[src/rtl/rtc_bus_sequencer.sv]
// RTC bus sequencer: turns a one-hot command from the control FSM into a
// sequence of multiplexed address/data bus accesses (ADDR, HOLD, ACCESS,
// RECOVER per access) and reports completion with a one-clock ready pulse.
module rtc_bus_sequencer #(
    parameter int unsigned PHASE_CYCLES = 4,
    parameter logic [7:0]  INIT_ADDR    = 8'h02,
    parameter logic [7:0]  XFER_ADDR    = 8'hF1
) (
    input  logic        clk,
    input  logic        reset,
    input  logic [5:0]  enable,
    input  logic [47:0] wr_bank,
    input  logic [7:0]  ad_in,
    output logic [7:0]  ad_out,
    output logic        ad_oe,
    output logic        ale,
    output logic        cs_n,
    output logic        rd_n,
    output logic        wr_n,
    output logic [47:0] rd_bank,
    output logic        busy,
    output logic        ready
);

    typedef enum logic [2:0] {
        ST_IDLE, ST_ADDR, ST_HOLD, ST_ACCESS, ST_RECOVER, ST_DONE
    } state_t;

    // Encodings equal the enable bit position of each command.
    typedef enum logic [2:0] {
        CMD_COMMIT, CMD_WR_TIMER, CMD_WR_DATE, CMD_WR_TIME, CMD_READ, CMD_INIT
    } cmd_t;

    localparam logic [7:0] PHASE_LAST = 8'(PHASE_CYCLES - 1);

    state_t      state_r, state_s;
    cmd_t        cmd_r, cmd_s;
    logic [7:0]  phase_r, phase_s;
    logic [2:0]  idx_r, idx_s;
    logic [47:0] wdata_r, wdata_s;
    logic        phase_last_s;

    logic [7:0]  addr_s, data_s, ad_out_s, ad_out_r;
    logic        ad_oe_s, ale_s, cs_n_s, rd_n_s, wr_n_s, busy_s, ready_s;
    logic        ad_oe_r, ale_r, cs_n_r, rd_n_r, wr_n_r, busy_r, ready_r;
    logic [47:0] rd_bank_r;

    // Highest-numbered enable bit wins.
    function automatic cmd_t decode_cmd(input logic [5:0] en);
        cmd_t c;
        if (en[5])      c = CMD_INIT;
        else if (en[4]) c = CMD_READ;
        else if (en[3]) c = CMD_WR_TIME;
        else if (en[2]) c = CMD_WR_DATE;
        else if (en[1]) c = CMD_WR_TIMER;
        else            c = CMD_COMMIT;
        return c;
    endfunction

    // Index of the final access of a command (access count minus one).
    function automatic logic [2:0] last_index(input cmd_t c);
        logic [2:0] n;
        case (c)
            CMD_INIT:     n = 3'd1;
            CMD_READ:     n = 3'd5;
            CMD_WR_TIME:  n = 3'd2;
            CMD_WR_DATE:  n = 3'd2;
            CMD_WR_TIMER: n = 3'd2;
            CMD_COMMIT:   n = 3'd0;
            default:      n = 3'd0;
        endcase
        return n;
    endfunction

    function automatic logic [7:0] pick_byte(input logic [47:0] bank, input logic [2:0] sel);
        logic [7:0] b;
        case (sel)
            3'd0:    b = bank[7:0];
            3'd1:    b = bank[15:8];
            3'd2:    b = bank[23:16];
            3'd3:    b = bank[31:24];
            3'd4:    b = bank[39:32];
            3'd5:    b = bank[47:40];
            default: b = 8'h00;
        endcase
        return b;
    endfunction

    function automatic logic [7:0] access_addr(input cmd_t c, input logic [2:0] idx);
        logic [7:0] a;
        case (c)
            CMD_INIT:     a = INIT_ADDR;
            CMD_READ:     a = 8'h21 + {5'd0, idx};
            CMD_WR_TIME:  a = 8'h21 + {5'd0, idx};
            CMD_WR_DATE:  a = 8'h24 + {5'd0, idx};
            CMD_WR_TIMER: a = 8'h41 + {5'd0, idx};
            CMD_COMMIT:   a = XFER_ADDR;
            default:      a = 8'h00;
        endcase
        return a;
    endfunction

    function automatic logic [7:0] access_data(input cmd_t c, input logic [2:0] idx,
                                               input logic [47:0] bank);
        logic [7:0] d;
        case (c)
            CMD_INIT:     d = (idx == 3'd0) ? 8'h10 : 8'h00;
            CMD_WR_TIME:  d = pick_byte(bank, idx);
            CMD_WR_DATE:  d = pick_byte(bank, idx + 3'd3);
            CMD_WR_TIMER: d = pick_byte(bank, idx);
            default:      d = 8'h00;
        endcase
        return d;
    endfunction

    assign phase_last_s = (phase_r == PHASE_LAST);

    // Next-state, phase counter, access index and command snapshot logic.
    always_comb begin
        state_s = state_r;
        phase_s = 8'd0;
        idx_s   = idx_r;
        cmd_s   = cmd_r;
        wdata_s = wdata_r;
        case (state_r)
            ST_IDLE: begin
                idx_s = 3'd0;
                if (enable != 6'd0) begin
                    state_s = ST_ADDR;
                    cmd_s   = decode_cmd(enable);
                    wdata_s = wr_bank;
                end else begin
                    state_s = ST_IDLE;
                end
            end
            ST_ADDR: begin
                if (phase_last_s) begin
                    state_s = ST_HOLD;
                end else begin
                    phase_s = phase_r + 8'd1;
                end
            end
            ST_HOLD: begin
                if (phase_last_s) begin
                    state_s = ST_ACCESS;
                end else begin
                    phase_s = phase_r + 8'd1;
                end
            end
            ST_ACCESS: begin
                if (phase_last_s) begin
                    state_s = ST_RECOVER;
                end else begin
                    phase_s = phase_r + 8'd1;
                end
            end
            ST_RECOVER: begin
                if (!phase_last_s) begin
                    phase_s = phase_r + 8'd1;
                end else if (idx_r < last_index(cmd_r)) begin
                    state_s = ST_ADDR;
                    idx_s   = idx_r + 3'd1;
                end else begin
                    state_s = ST_DONE;
                end
            end
            ST_DONE: begin
                state_s = ST_IDLE;
            end
            default: begin
                state_s = ST_IDLE;
            end
        endcase
    end

    // Bus output values for the state being entered, so the registered pins line up with it.
    always_comb begin
        addr_s   = access_addr(cmd_s, idx_s);
        data_s   = access_data(cmd_s, idx_s, wdata_s);
        ad_out_s = 8'h00;
        ad_oe_s  = 1'b0;
        ale_s    = 1'b0;
        cs_n_s   = 1'b1;
        rd_n_s   = 1'b1;
        wr_n_s   = 1'b1;
        busy_s   = 1'b0;
        ready_s  = 1'b0;
        case (state_s)
            ST_IDLE: begin
                busy_s = 1'b0;
            end
            ST_ADDR: begin
                ale_s    = 1'b1;
                ad_oe_s  = 1'b1;
                ad_out_s = addr_s;
                busy_s   = 1'b1;
            end
            ST_HOLD: begin
                ad_oe_s  = 1'b1;
                ad_out_s = addr_s;
                busy_s   = 1'b1;
            end
            ST_ACCESS: begin
                cs_n_s = 1'b0;
                busy_s = 1'b1;
                if (cmd_s == CMD_READ) begin
                    rd_n_s = 1'b0;
                end else begin
                    wr_n_s   = 1'b0;
                    ad_oe_s  = 1'b1;
                    ad_out_s = data_s;
                end
            end
            ST_RECOVER: begin
                busy_s = 1'b1;
            end
            ST_DONE: begin
                ready_s = 1'b1;
            end
            default: begin
                busy_s = 1'b0;
            end
        endcase
    end

    // FSM state and per-command context registers.
    always_ff @(posedge clk or negedge reset) begin
        if (!reset) begin
            state_r <= ST_IDLE;
            cmd_r   <= CMD_COMMIT;
            phase_r <= 8'd0;
            idx_r   <= 3'd0;
            wdata_r <= 48'd0;
        end else begin
            state_r <= state_s;
            cmd_r   <= cmd_s;
            phase_r <= phase_s;
            idx_r   <= idx_s;
            wdata_r <= wdata_s;
        end
    end

    // Registered bus pins and handshake outputs.
    always_ff @(posedge clk or negedge reset) begin
        if (!reset) begin
            ad_out_r <= 8'h00;
            ad_oe_r  <= 1'b0;
            ale_r    <= 1'b0;
            cs_n_r   <= 1'b1;
            rd_n_r   <= 1'b1;
            wr_n_r   <= 1'b1;
            busy_r   <= 1'b0;
            ready_r  <= 1'b0;
        end else begin
            ad_out_r <= ad_out_s;
            ad_oe_r  <= ad_oe_s;
            ale_r    <= ale_s;
            cs_n_r   <= cs_n_s;
            rd_n_r   <= rd_n_s;
            wr_n_r   <= wr_n_s;
            busy_r   <= busy_s;
            ready_r  <= ready_s;
        end
    end

    // Capture the RTC byte on the last clock of each read ACCESS phase.
    always_ff @(posedge clk or negedge reset) begin
        if (!reset) begin
            rd_bank_r <= 48'd0;
        end else if ((state_r == ST_ACCESS) && phase_last_s && (cmd_r == CMD_READ)) begin
            for (int b = 0; b < 6; b++) begin
                if (idx_r == 3'(b)) begin
                    rd_bank_r[8*b +: 8] <= ad_in;
                end
            end
        end
    end

    assign ad_out  = ad_out_r;
    assign ad_oe   = ad_oe_r;
    assign ale     = ale_r;
    assign cs_n    = cs_n_r;
    assign rd_n    = rd_n_r;
    assign wr_n    = wr_n_r;
    assign busy    = busy_r;
    assign ready   = ready_r;
    assign rd_bank = rd_bank_r;

endmodule

[config.mk]
export PLATFORM = sky130hd
export DESIGN_NAME = rtc_bus_sequencer
export DESIGN_NICKNAME = d
export VERILOG_FILES = /design/src/rtl/rtc_bus_sequencer.sv
export SDC_FILE = /design/constraint.sdc
export NUM_CORES = 1
export LEC_CHECK = 0
export ABC_AREA = 1
export BUFFER_PORTS_ARGS = -buffer_cell sky130_fd_sc_hd__buf_2
export CAP_MARGIN = 20
export CORE_ASPECT_RATIO = 2
export CORE_MARGIN = 2
export CORE_UTILIZATION = 35
export CTS_BUF_LIST = sky130_fd_sc_hd__clkbuf_4 sky130_fd_sc_hd__clkbuf_8 sky130_fd_sc_hd__clkbuf_16
export DETAILED_ROUTE_END_ITERATION = 8
export GPL_ROUTABILITY_DRIVEN = 0
export MAX_ROUTING_LAYER = met4
export PLACE_DENSITY = 0.66
export REMOVE_ABC_BUFFERS = 1
export SLEW_MARGIN = 15
export SYNTH_ARGS = -nofsm -noshare
export SYNTH_HDL_FRONTEND = slang
export SYNTH_SLANG_ARGS = --single-unit
[constraint.sdc]
create_clock -name clk -period 4.1 [get_ports clk]
set_input_delay 1.025 -clock clk [delete_from_list [all_inputs] [get_ports clk]]
set_output_delay 1.025 -clock clk [all_outputs]
set_load 0.02 [all_outputs]
==> impl_metrics.env, run 1 <==
export IMPL_run_status="finished clean"
export IMPL_synthTopCellsByCount="nand2_1, dfrtp_1, nand3_1"
export IMPL_power_density_nw_per_um2=740
export IMPL_hold_worst_slack_ns=0.475
export IMPL_antenna_cells=0
export IMPL_grt_pass1_wl_um=29100
export IMPL_clock_fmax_mhz=286
export IMPL_nNetsFinal=1013
export IMPL_rsz0062_at_grt="no"
export IMPL_overflow=0
export IMPL_ys_seq_area_frac=0.503
export IMPL_crit_slowest_cell="ha_1"
export IMPL_seq_power_share=0.317
export IMPL_firstDrtPassIters=5
export IMPL_synth_edf_count=0
export IMPL_drive_gt1_frac=0.226
export IMPL_clockPowerShare=0.254
export IMPL_cp_top_family="simple AND/OR/NAND/NOR gates"
export IMPL_timing_hold_violations_final=0
export IMPL_postCtsHoldBufs=0
export IMPL_core_um2=17800
export IMPL_synth_ff_type="dfrtp_1"
export IMPL_worstMarginPinSlew_ns=0.871
export IMPL_ys_seq_elements=128
export IMPL_maxSlewViolCount=0
export IMPL_peakVddDrop_uv=253
export IMPL_die_height_um=195
export IMPL_cts_setup_buffers=0
export IMPL_cts_sinks=128
export IMPL_cts_buffers=17
export IMPL_hold_class="flip-flop to flip-flop"
export IMPL_internal_power_w=0.00320
export IMPL_clk_latency_ns=0.41
export IMPL_async_flop_share=1.00
export IMPL_cts_buffer_depth=2
export IMPL_crit_path_end_kind="flip-flop"
export IMPL_num_rows=69
export IMPL_combinationalPowerShare=0.430
export IMPL_netlist_area_um2=6370
export IMPL_yosysTopAreaCellShare=0.491
export IMPL_cts_repair_resized=0
export IMPL_skew_ns=0.0111
export IMPL_grt_max_degree=68
export IMPL_synth_area_leaders="dfrtp_1, nand2_1, nand3_1"
export IMPL_p_sw_w=0.00254
export IMPL_drt_initial_drc_count=300
export IMPL_yosysMostFrequentCell="nand2_1"
export IMPL_ant_nets=0
export IMPL_period_minus_slack_ns=3.49
export IMPL_critPathArrivalTime_ns=3.83
export IMPL_worstPathCellList="nor3_1 > inv_1 > ha_1 > a21oi_2 > nand2_1 > nor2_1 > nand3_1 > nand3_1 > ha_1 > inv_1 > nor2_2 > nand2_1 > nand2_1 > nor2_1 > nand3_1 > nand2_1 > nand2_1 > nand2_1 > nand2_1"
export IMPL_drv_cap=0
export IMPL_crit_top_cell="nand2_1"
export IMPL_path_clk_slew_ns=0.06
export IMPL_multiInputGateArea_um2=2820
export IMPL_cts_tree="done"
export IMPL_required_ns=4.44
export IMPL_io_buffers=126
export IMPL_max_slew_margin=0.420
export IMPL_ys_warnings_count=0
export IMPL_grt_usage=0.196
export IMPL_setup_viol=0
export IMPL_cts_htree_levels=4
export IMPL_power_switching_share=0.442
export IMPL_wire_per_inst_um=15.3
export IMPL_slowest_delay_ns=0.61
export IMPL_root_buffer="clkbuf_16"
export IMPL_drt_wl_total_um=17800
export IMPL_crit_fanout=15
export IMPL_area_growth_pct=21.5
export IMPL_avgSynthCellArea_um2=7.89
export IMPL_fin_crit_sh=0.852
export IMPL_cp_start_kind="flip-flop"
export IMPL_num_vias=5703
export IMPL_antenna_found_initial=0
export IMPL_pin_count=127
export IMPL_path_buf_inv=2
export IMPL_drcViolationCount=0
export IMPL_fillers=1836
export IMPL_crit_type="flip-flop to flip-flop"
export IMPL_ys_types=42
export IMPL_p_leak_nw=4.17
export IMPL_viasPerCell=4.90
export IMPL_finalSetupTns_ns=0
export IMPL_yosysTopAreaCell="dfrtp_1"
export IMPL_start_util=0.358
export IMPL_power_total_w=0.00573
export IMPL_die_w_um=99.4
export IMPL_synth_cells=808
export IMPL_seqCellArea_um2=3210
export IMPL_grt_pass1_vias=5815
export IMPL_die_area_um2=19400
export IMPL_dp_hpwl_um=13400
## final cells by class
cell class                 instances  share of cell area
sequential                       128               0.414
multi-input combinational        604               0.364
timing repair buffer             132              0.0876
clock buffer                      18              0.0559
tap                              213              0.0344
inverter                          54              0.0265
clock inverter                    14              0.0173
## cells in the final DEF, fill, tap and decap left out, types with 5 or more instances in the layout
cell type	n
a21oi_1	7
buf_2	125
buf_4	7
clkbuf_16	17
dfrtp_1	125
ha_1	12
inv_1	39
inv_2	13
nand2_1	368
nand2_2	7
nand3_1	67
nand4_1	5
nor2_1	41
nor2_2	6
nor2_4	5
nor3_1	6
o21a_1	8
o21ai_0	41
## path summary, 6_finish.rpt
path,slack [ns],start,endpoint,depth (start not counted)
setup / recovery,0.61,cmd_r[0],ad_out[5],19
max in group asynchronous,2.54,reset,ad_out[5],2
setup reg to reg,0.61,cmd_r[0],ad_out[5],19
min in group asynchronous,0.71,reset,wdata_r[13],1
hold reg to reg,0.48,phase_r[0],phase_r[0],1
hold / removal,0.48,phase_r[0],phase_r[0],1
## through the flow
| step | instances | setup slack, ns | util | area (um2) |
|---|---|---|---|---|
| after floorplan | 786 | 0.828 | - | 6230 |
| after global placement | 1130 | 0.725 | 0.403 | 7170 |
| after detailed placement | 1130 | 0.648 | 0.403 | 7170 |
| after CTS | 1162 | 0.626 | 0.435 | 7740 |
| after global routing | 1163 | 0.226 | 0.435 | 7740 |
| final | 1163 | 0.606 | 0.435 | 7740 |
## layer usage
metal	GRT usage	up-vias	routed length, um	part of all wire
met1	0.201	2617	6490	0.36
met2	0.354	206	9640	0.54
met5	-	-	0	0
met4	0.109	0	852	0.048
li1	-	2820	-	-
met3	0.0245	60	821	0.046
## logic make-up (layout without fill, tap and decap cells)
logic type | Yosys count | in the layout | share of synthesized area
AOI/OAI and AO/OA | 70 | 70 | 0.0630
and+or+nand+nor | 520 | 520 | 0.353
adders and majority gates | 12 | 12 | 0.0236
xor gates and xnor gates | 2 | 2 | 0.00275
buffers and inverters | 76 | 218 | 0.0540
DFF | 128 | 128 | 0.503
## worst register-to-register path, delay by kind of cell, from the launching register on
family / cells / cell delay (ns)
AOI/OAI and AO/OA: 1 / 0.25
and+or+nand+nor: 14 / 1.61
adders and majority gates: 2 / 0.92
buffers and inverters: 2 / 0.26
DFF: 1 / 0.40
## flip-flops by register name (all words and copies together) (netlist names)
name,flops
rd_bank,48
wdata_r,48
ad_out,8
phase_r,8
cmd_r,3
idx_r,3
state_r,3
ad_oe,1
ale,1
busy,1
cs_n,1
rd_n,1
ready,1
wr_n,1
## power by group through the flow
stage | Sequential, W | Clock (W) | Combinational (W)
floorplan | 0.00192 | 0 | 0.00158
global placement | 0.00183 | 0 | 0.00243
detailed placement | 0.00184 | 0 | 0.00245
CTS | 0.00182 | 0.00148 | 0.00247
global route | 0.00186 | 0.00154 | 0.00277
finish | 0.00182 | 0.00145 | 0.00246
Note: power is estimated with default switching activity, not from simulation.
==> inputs of run 2 (changes only) <==
--- a/config.mk
+++ b/config.mk
@@ -5,7 +5,6 @@
 export SDC_FILE = /design/constraint.sdc
 export NUM_CORES = 1
 export LEC_CHECK = 0
-export ABC_AREA = 1
 export BUFFER_PORTS_ARGS = -buffer_cell sky130_fd_sc_hd__buf_2
 export CAP_MARGIN = 20
 export CORE_ASPECT_RATIO = 2
==> run 2 against run 1 <==
Net effect:
- die area decreased by 1.3%
- area after synthesis decreased by 1.3%
- sequential share of layout area up 0.24 points
==> impl_metrics.env, run 2 <==
export IMPL_cts_htree_levels=4
export IMPL_synth_ff_type="dfrtp_1"
export IMPL_design_area_um2=7700
export IMPL_die_height_um=194
export IMPL_drive_gt1_frac=0.344
export IMPL_cts_tree="done"
export IMPL_num_rows=69
export IMPL_fillers=1748
export IMPL_drv_cap=0
export IMPL_cp_start_kind="flip-flop"
export IMPL_skew_ns=0.00544
export IMPL_firstDrtPassIters=5
export IMPL_antenna_cells=0
export IMPL_root_buffer="clkbuf_16"
export IMPL_grt_usage=0.185
export IMPL_grt_pass1_wl_um=26800
export IMPL_die_w_um=98.8
export IMPL_start_util=0.355
export IMPL_power_total_w=0.00515
export IMPL_drt_wl_total_um=16600
export IMPL_pin_count=127
export IMPL_p_leak_nw=3.89
export IMPL_nNetsFinal=796
export IMPL_ys_types=71
export IMPL_maxSlewViolCount=0
export IMPL_synth_cells=593
export IMPL_clock_fmax_mhz=267
export IMPL_antenna_found_initial=0
export IMPL_crit_type="flip-flop to flip-flop"
export IMPL_timing_hold_violations_final=0
export IMPL_peakVddDrop_uv=269
export IMPL_drt_initial_drc_count=256
export IMPL_cts_sinks=128
export IMPL_yosysMostFrequentCell="nand2_1"
export IMPL_clk_latency_ns=0.42
export IMPL_drcViolationCount=0
export IMPL_setup_viol=0
export IMPL_postCtsHoldBufs=0
export IMPL_critPathArrivalTime_ns=4.04
export IMPL_cts_buffer_depth=2
export IMPL_synth_edf_count=0
export IMPL_cp_top_family="compound AO/OA/AOI/OAI gates"
export IMPL_fin_crit_sh=0.915
export IMPL_die_area_um2=19100
export IMPL_post_route_util=0.435
export IMPL_hold_class="flip-flop to flip-flop"
export IMPL_ys_seq_area_frac=0.510
export IMPL_synthTopCellsByCount="nand2_1, dfrtp_1, mux2_2"
export IMPL_worstPathCellList="nor2_1 > nand2_1 > ha_1 > a21oi_1 > o2111ai_1 > a41o_1 > a21oi_1 > inv_1 > ha_1 > o41ai_4 > a21oi_1 > or3_1"
export IMPL_run_status="finished clean"
export IMPL_avgSynthCellArea_um2=10.6
export IMPL_crit_slowest_cell="o41ai_4"
export IMPL_path_buf_inv=1
export IMPL_max_slew_margin=0.520
export IMPL_overflow=0
export IMPL_ys_warnings_count=0
export IMPL_yosysTopAreaCellShare=0.497
export IMPL_cts_buffers=17
export IMPL_final_common_cell="nand2_1"
export IMPL_placed_area_um2=7100
export IMPL_crit_fanout=9
export IMPL_hold_worst_slack_ns=0.496
export IMPL_layout_common_cells="nand2_1, dfrtp_1, buf_2, mux2_2, nor2_1"
export IMPL_area_growth_pct=22.4
export IMPL_grt_pass1_vias=5081
export IMPL_yosysTopAreaCell="dfrtp_1"
export IMPL_required_ns=4.39
export IMPL_finalSetupTns_ns=0
export IMPL_dp_hpwl_um=12400
export IMPL_rsz0062_at_grt="no"
export IMPL_worstMarginPinSlew_ns=0.720
export IMPL_ant_nets=0
export IMPL_crit_top_cell="a21oi_1"
export IMPL_ys_seq_elements=128
export IMPL_period_minus_slack_ns=3.75
export IMPL_viasPerCell=5.16
export IMPL_wire_per_inst_um=17.5
export IMPL_crit_path_end_kind="flip-flop"
export IMPL_synth_area_leaders="dfrtp_1, mux2_2, nand2_1"
export IMPL_netlist_area_um2=6290
export IMPL_async_flop_share=1.00
export IMPL_num_vias=4882
export IMPL_grt_max_degree=75
export IMPL_slowest_delay_ns=0.64
export IMPL_cts_repair_resized=0
export IMPL_cts_setup_buffers=0
export IMPL_io_buffers=126
export IMPL_path_clk_slew_ns=0.06
export IMPL_core_um2=17700
export IMPL_power_density_nw_per_um2=669
[run 2: changes by cell type after synthesis, moves of 12 or more]
cell     before  now
mux2_2        0   54
inv_1        39   17
mux2i_1       0   12
o21ai_0      41    8
nand2_1     368  145
a21oi_1       7   19
nand3_1      67   11
nor2_1       41   28
[run 2: path summary, 6_finish.rpt]
kind                       slack (ns)        start           to  cells after the start
hold / removal                   0.50  rd_bank[35]  rd_bank[35]                      1
hold reg to reg                  0.50  rd_bank[35]  rd_bank[35]                      1
max in group asynchronous        2.59        reset         wr_n                      2
min in group asynchronous        0.66        reset  rd_bank[35]                      1
setup / recovery                 0.35     cmd_r[1]    ad_out[2]                     12
setup reg to reg                 0.35     cmd_r[1]    ad_out[2]                     12
[run 2: kinds of logic after synthesis]
group	after synthesis	share of synthesized area
simple gates	234	0.172
flops	128	0.510
buf+inv	49	0.0414
xor+xnor	11	0.0183
fa+ha+maj	12	0.0239
mux	68	0.120
compound gates	91	0.114
[run 2: metrics by stage]
stage	worst slack [ns]	std cells
after floorplan	0.804	565
after global placement	0.483	914
after detailed placement	0.393	914
after CTS	0.385	946
after global routing	0.0491	946
final	0.349	946
[run 2: worst register-to-register path, delay by kind of cell (launching register included)]
kind,cells,cell delay [ns]
AOI/OAI and AO/OA,6,1.72
adders and majority gates,2,0.69
and+or+nand+nor,3,0.60
buffers and inverters,1,0.21
DFF,1,0.40
[run 2: area by class of cell]
| type | instances | area [um2] | share of cell area |
|---|---|---|---|
| clock inverters | 11 | 130 | 0.0169 |
| repair buffers | 136 | 721 | 0.0936 |
| clock buffers | 21 | 468 | 0.0608 |
| multi-input cells | 416 | 2820 | 0.366 |
| flip-flops and latches | 128 | 3210 | 0.416 |
| inverters | 21 | 86.3 | 0.0112 |
| well taps | 213 | 267 | 0.0346 |
[run 2: routing by layer]
layer  global-route usage  wire (um)
met5                    -          0
met1                0.186       5900
met3               0.0365        650
met4               0.0918        689
met2                0.334       9330
[run 2: power by group]
group / switching [W] / internal (W)
Combinational: 0.00119 / 0.000637
Clock: 0.000571 / 0.000944
Sequential: 0.000161 / 0.00165
==> inputs of run 3 (changes only) <==
--- a/config.mk
+++ b/config.mk
@@ -7,7 +7,7 @@
 export LEC_CHECK = 0
 export BUFFER_PORTS_ARGS = -buffer_cell sky130_fd_sc_hd__buf_2
 export CAP_MARGIN = 20
-export CORE_ASPECT_RATIO = 2
+export CORE_ASPECT_RATIO = 0.6
 export CORE_MARGIN = 2
 export CORE_UTILIZATION = 35
 export CTS_BUF_LIST = sky130_fd_sc_hd__clkbuf_4 sky130_fd_sc_hd__clkbuf_8 sky130_fd_sc_hd__clkbuf_16
==> run 3 against run 2 <==
Net effect:
- global-route usage down 0.28 points
- clock skew up 0.0037 ns
- final cell count up 2.4%
- sequential share of layout area about the same
- routed wire length down 0.97%
- die area down 0.15%
- hold slack worse by 0.0032 ns
- critical path type unchanged
- largest cell class unchanged
==> impl_metrics.env, run 3 (synthesis results as in run 2) <==
export IMPL_io_buffers=126
export IMPL_cts_sinks=128
export IMPL_hold_class="flip-flop to flip-flop"
export IMPL_multiInputGateArea_um2=2820
export IMPL_period_minus_slack_ns=3.90
export IMPL_cp_start_kind="flip-flop"
export IMPL_max_slew_margin=0.333
export IMPL_crit_path_end_kind="flip-flop"
export IMPL_fillers=1680
export IMPL_drcViolationCount=0
export IMPL_ant_nets=0
export IMPL_grt_pass1_vias=4775
export IMPL_hold_worst_slack_ns=0.493
export IMPL_cts_buffers=17
export IMPL_worstMarginPinSlew_ns=0.995
export IMPL_antenna_found_initial=1
export IMPL_die_area_um2=19100
export IMPL_grt_pass1_wl_um=26100
export IMPL_viasPerCell=5.10
export IMPL_wire_per_inst_um=16.9
export IMPL_num_rows=37
export IMPL_cts_htree_levels=4
export IMPL_core_um2=17400
export IMPL_peakVddDrop_uv=259
export IMPL_timing_hold_violations_final=0
export IMPL_root_buffer="clkbuf_16"
export IMPL_firstDrtPassIters=5
export IMPL_wl_met2_um=6840
export IMPL_grt_usage=0.183
export IMPL_start_util=0.362
export IMPL_drv_cap=0
export IMPL_maxSlewViolCount=0
export IMPL_cts_tree="done"
export IMPL_placed_area_um2=7140
export IMPL_cts_setup_buffers=0
export IMPL_num_vias=4939
export IMPL_required_ns=4.39
export IMPL_setup_viol=0
export IMPL_crit_fanout=9
export IMPL_power_density_nw_per_um2=655
export IMPL_pin_count=127
export IMPL_die_w_um=177
export IMPL_cts_repair_resized=0
export IMPL_die_height_um=108
export IMPL_drt_met1_wl_um=8220
export IMPL_critPathArrivalTime_ns=4.18
export IMPL_nNetsFinal=797
export IMPL_dr_wl_met3_um=1280
export IMPL_skew_ns=0.00910
export IMPL_crit_type="flip-flop to flip-flop"
export IMPL_p_leak_nw=3.88
export IMPL_run_status="finished clean"
export IMPL_final_setup_worst_slack_ns=0.203
export IMPL_finalSetupTns_ns=0
export IMPL_grt_max_degree=63
export IMPL_fin_crit_sh=0.950
export IMPL_clk_latency_ns=0.42
export IMPL_design_area_um2=7700
export IMPL_layout_common_cells="nand2_1, dfrtp_1, buf_2, mux2_2, nor2_1"
export IMPL_postCtsHoldBufs=0
export IMPL_area_growth_pct=22.5
export IMPL_cts_buffer_depth=2
export IMPL_pre_cts_ws_ns=0.266
export IMPL_top_layer_used="met4"
export IMPL_post_route_util=0.444
export IMPL_seqCellArea_um2=3210
export IMPL_dp_hpwl_um=11800
export IMPL_clock_fmax_mhz=257
export IMPL_rsz0062_at_grt="no"
export IMPL_drt_wl_total_um=16400
export IMPL_drt_initial_drc_count=438
export IMPL_drive_gt1_frac=0.345
export IMPL_path_clk_slew_ns=0.06
export IMPL_final_common_cell="nand2_1"
export IMPL_overflow=0
run 3: changes by cell type in the layout (fill, tap and decap cells not counted), moves of 2 or more:
cell and change:
clkbuf_8 -2, clkinvlp_4 -2, bufinv_16 -2, inv_8 +4
inv_6 +6, clkbuf_4 -2
run 3: power breakdown:
group	internal, W	switching, W
Sequential	0.00165	0.000167
Clock	0.000805	0.000646
Combinational	0.000641	0.00114
Total	0.00309	0.00195
run 3: area by class of cell:
class / count / area share
Sequential cell: 128 / 0.416
Multi-Input combinational cell: 416 / 0.366
Tap cell: 234 / 0.0380
Clock buffer: 17 / 0.0552
Antenna cell: 1 / 0.000325
Inverter: 21 / 0.0112
Clock inverter: 15 / 0.0180
Timing Repair Buffer: 137 / 0.0945
run 3: worst paths after layout:
check	endpoint	slack, ns	startpoint	cells after the start
worst min-delay path	wdata_r[0]	0.49	wdata_r[0]	2
max in group asynchronous	rd_bank[40]	2.57	reset	2
worst max register to register	ad_out[2]	0.20	cmd_r[1]	12
worst min register to register	wdata_r[0]	0.49	wdata_r[0]	2
worst max-delay path	ad_out[2]	0.20	cmd_r[1]	12
min in group asynchronous	rd_bank[31]	0.70	reset	1
run 3: metal layers:
| layer | up-vias | global-route usage |
|---|---|---|
| met2 | 199 | 0.257 |
| li1 | 2340 | - |
| met1 | 2384 | 0.265 |
| met4 | 0 | 0.0496 |
| met3 | 16 | 0.0378 |
| met5 | - | - |
run 3: worst max-delay path: stages (launching register included):
cell and delay, ns:
dfrtp_1 0.41, nor2_1 0.14, nand2_1 0.10, ha_1 0.31, a21oi_1 0.28, o2111ai_1 0.19
a41o_1 0.28, a21oi_1 0.31, inv_1 0.22, ha_1 0.38, o41ai_4 0.67, a21oi_1 0.09
or3_1 0.39
run 3: stage by stage:
stage,power (W),std cells
floorplan,0.00302,565
global placement,0.00358,936
detailed placement,0.00360,936
CTS,0.00507,968
global route,0.00537,969
finish,0.00504,969
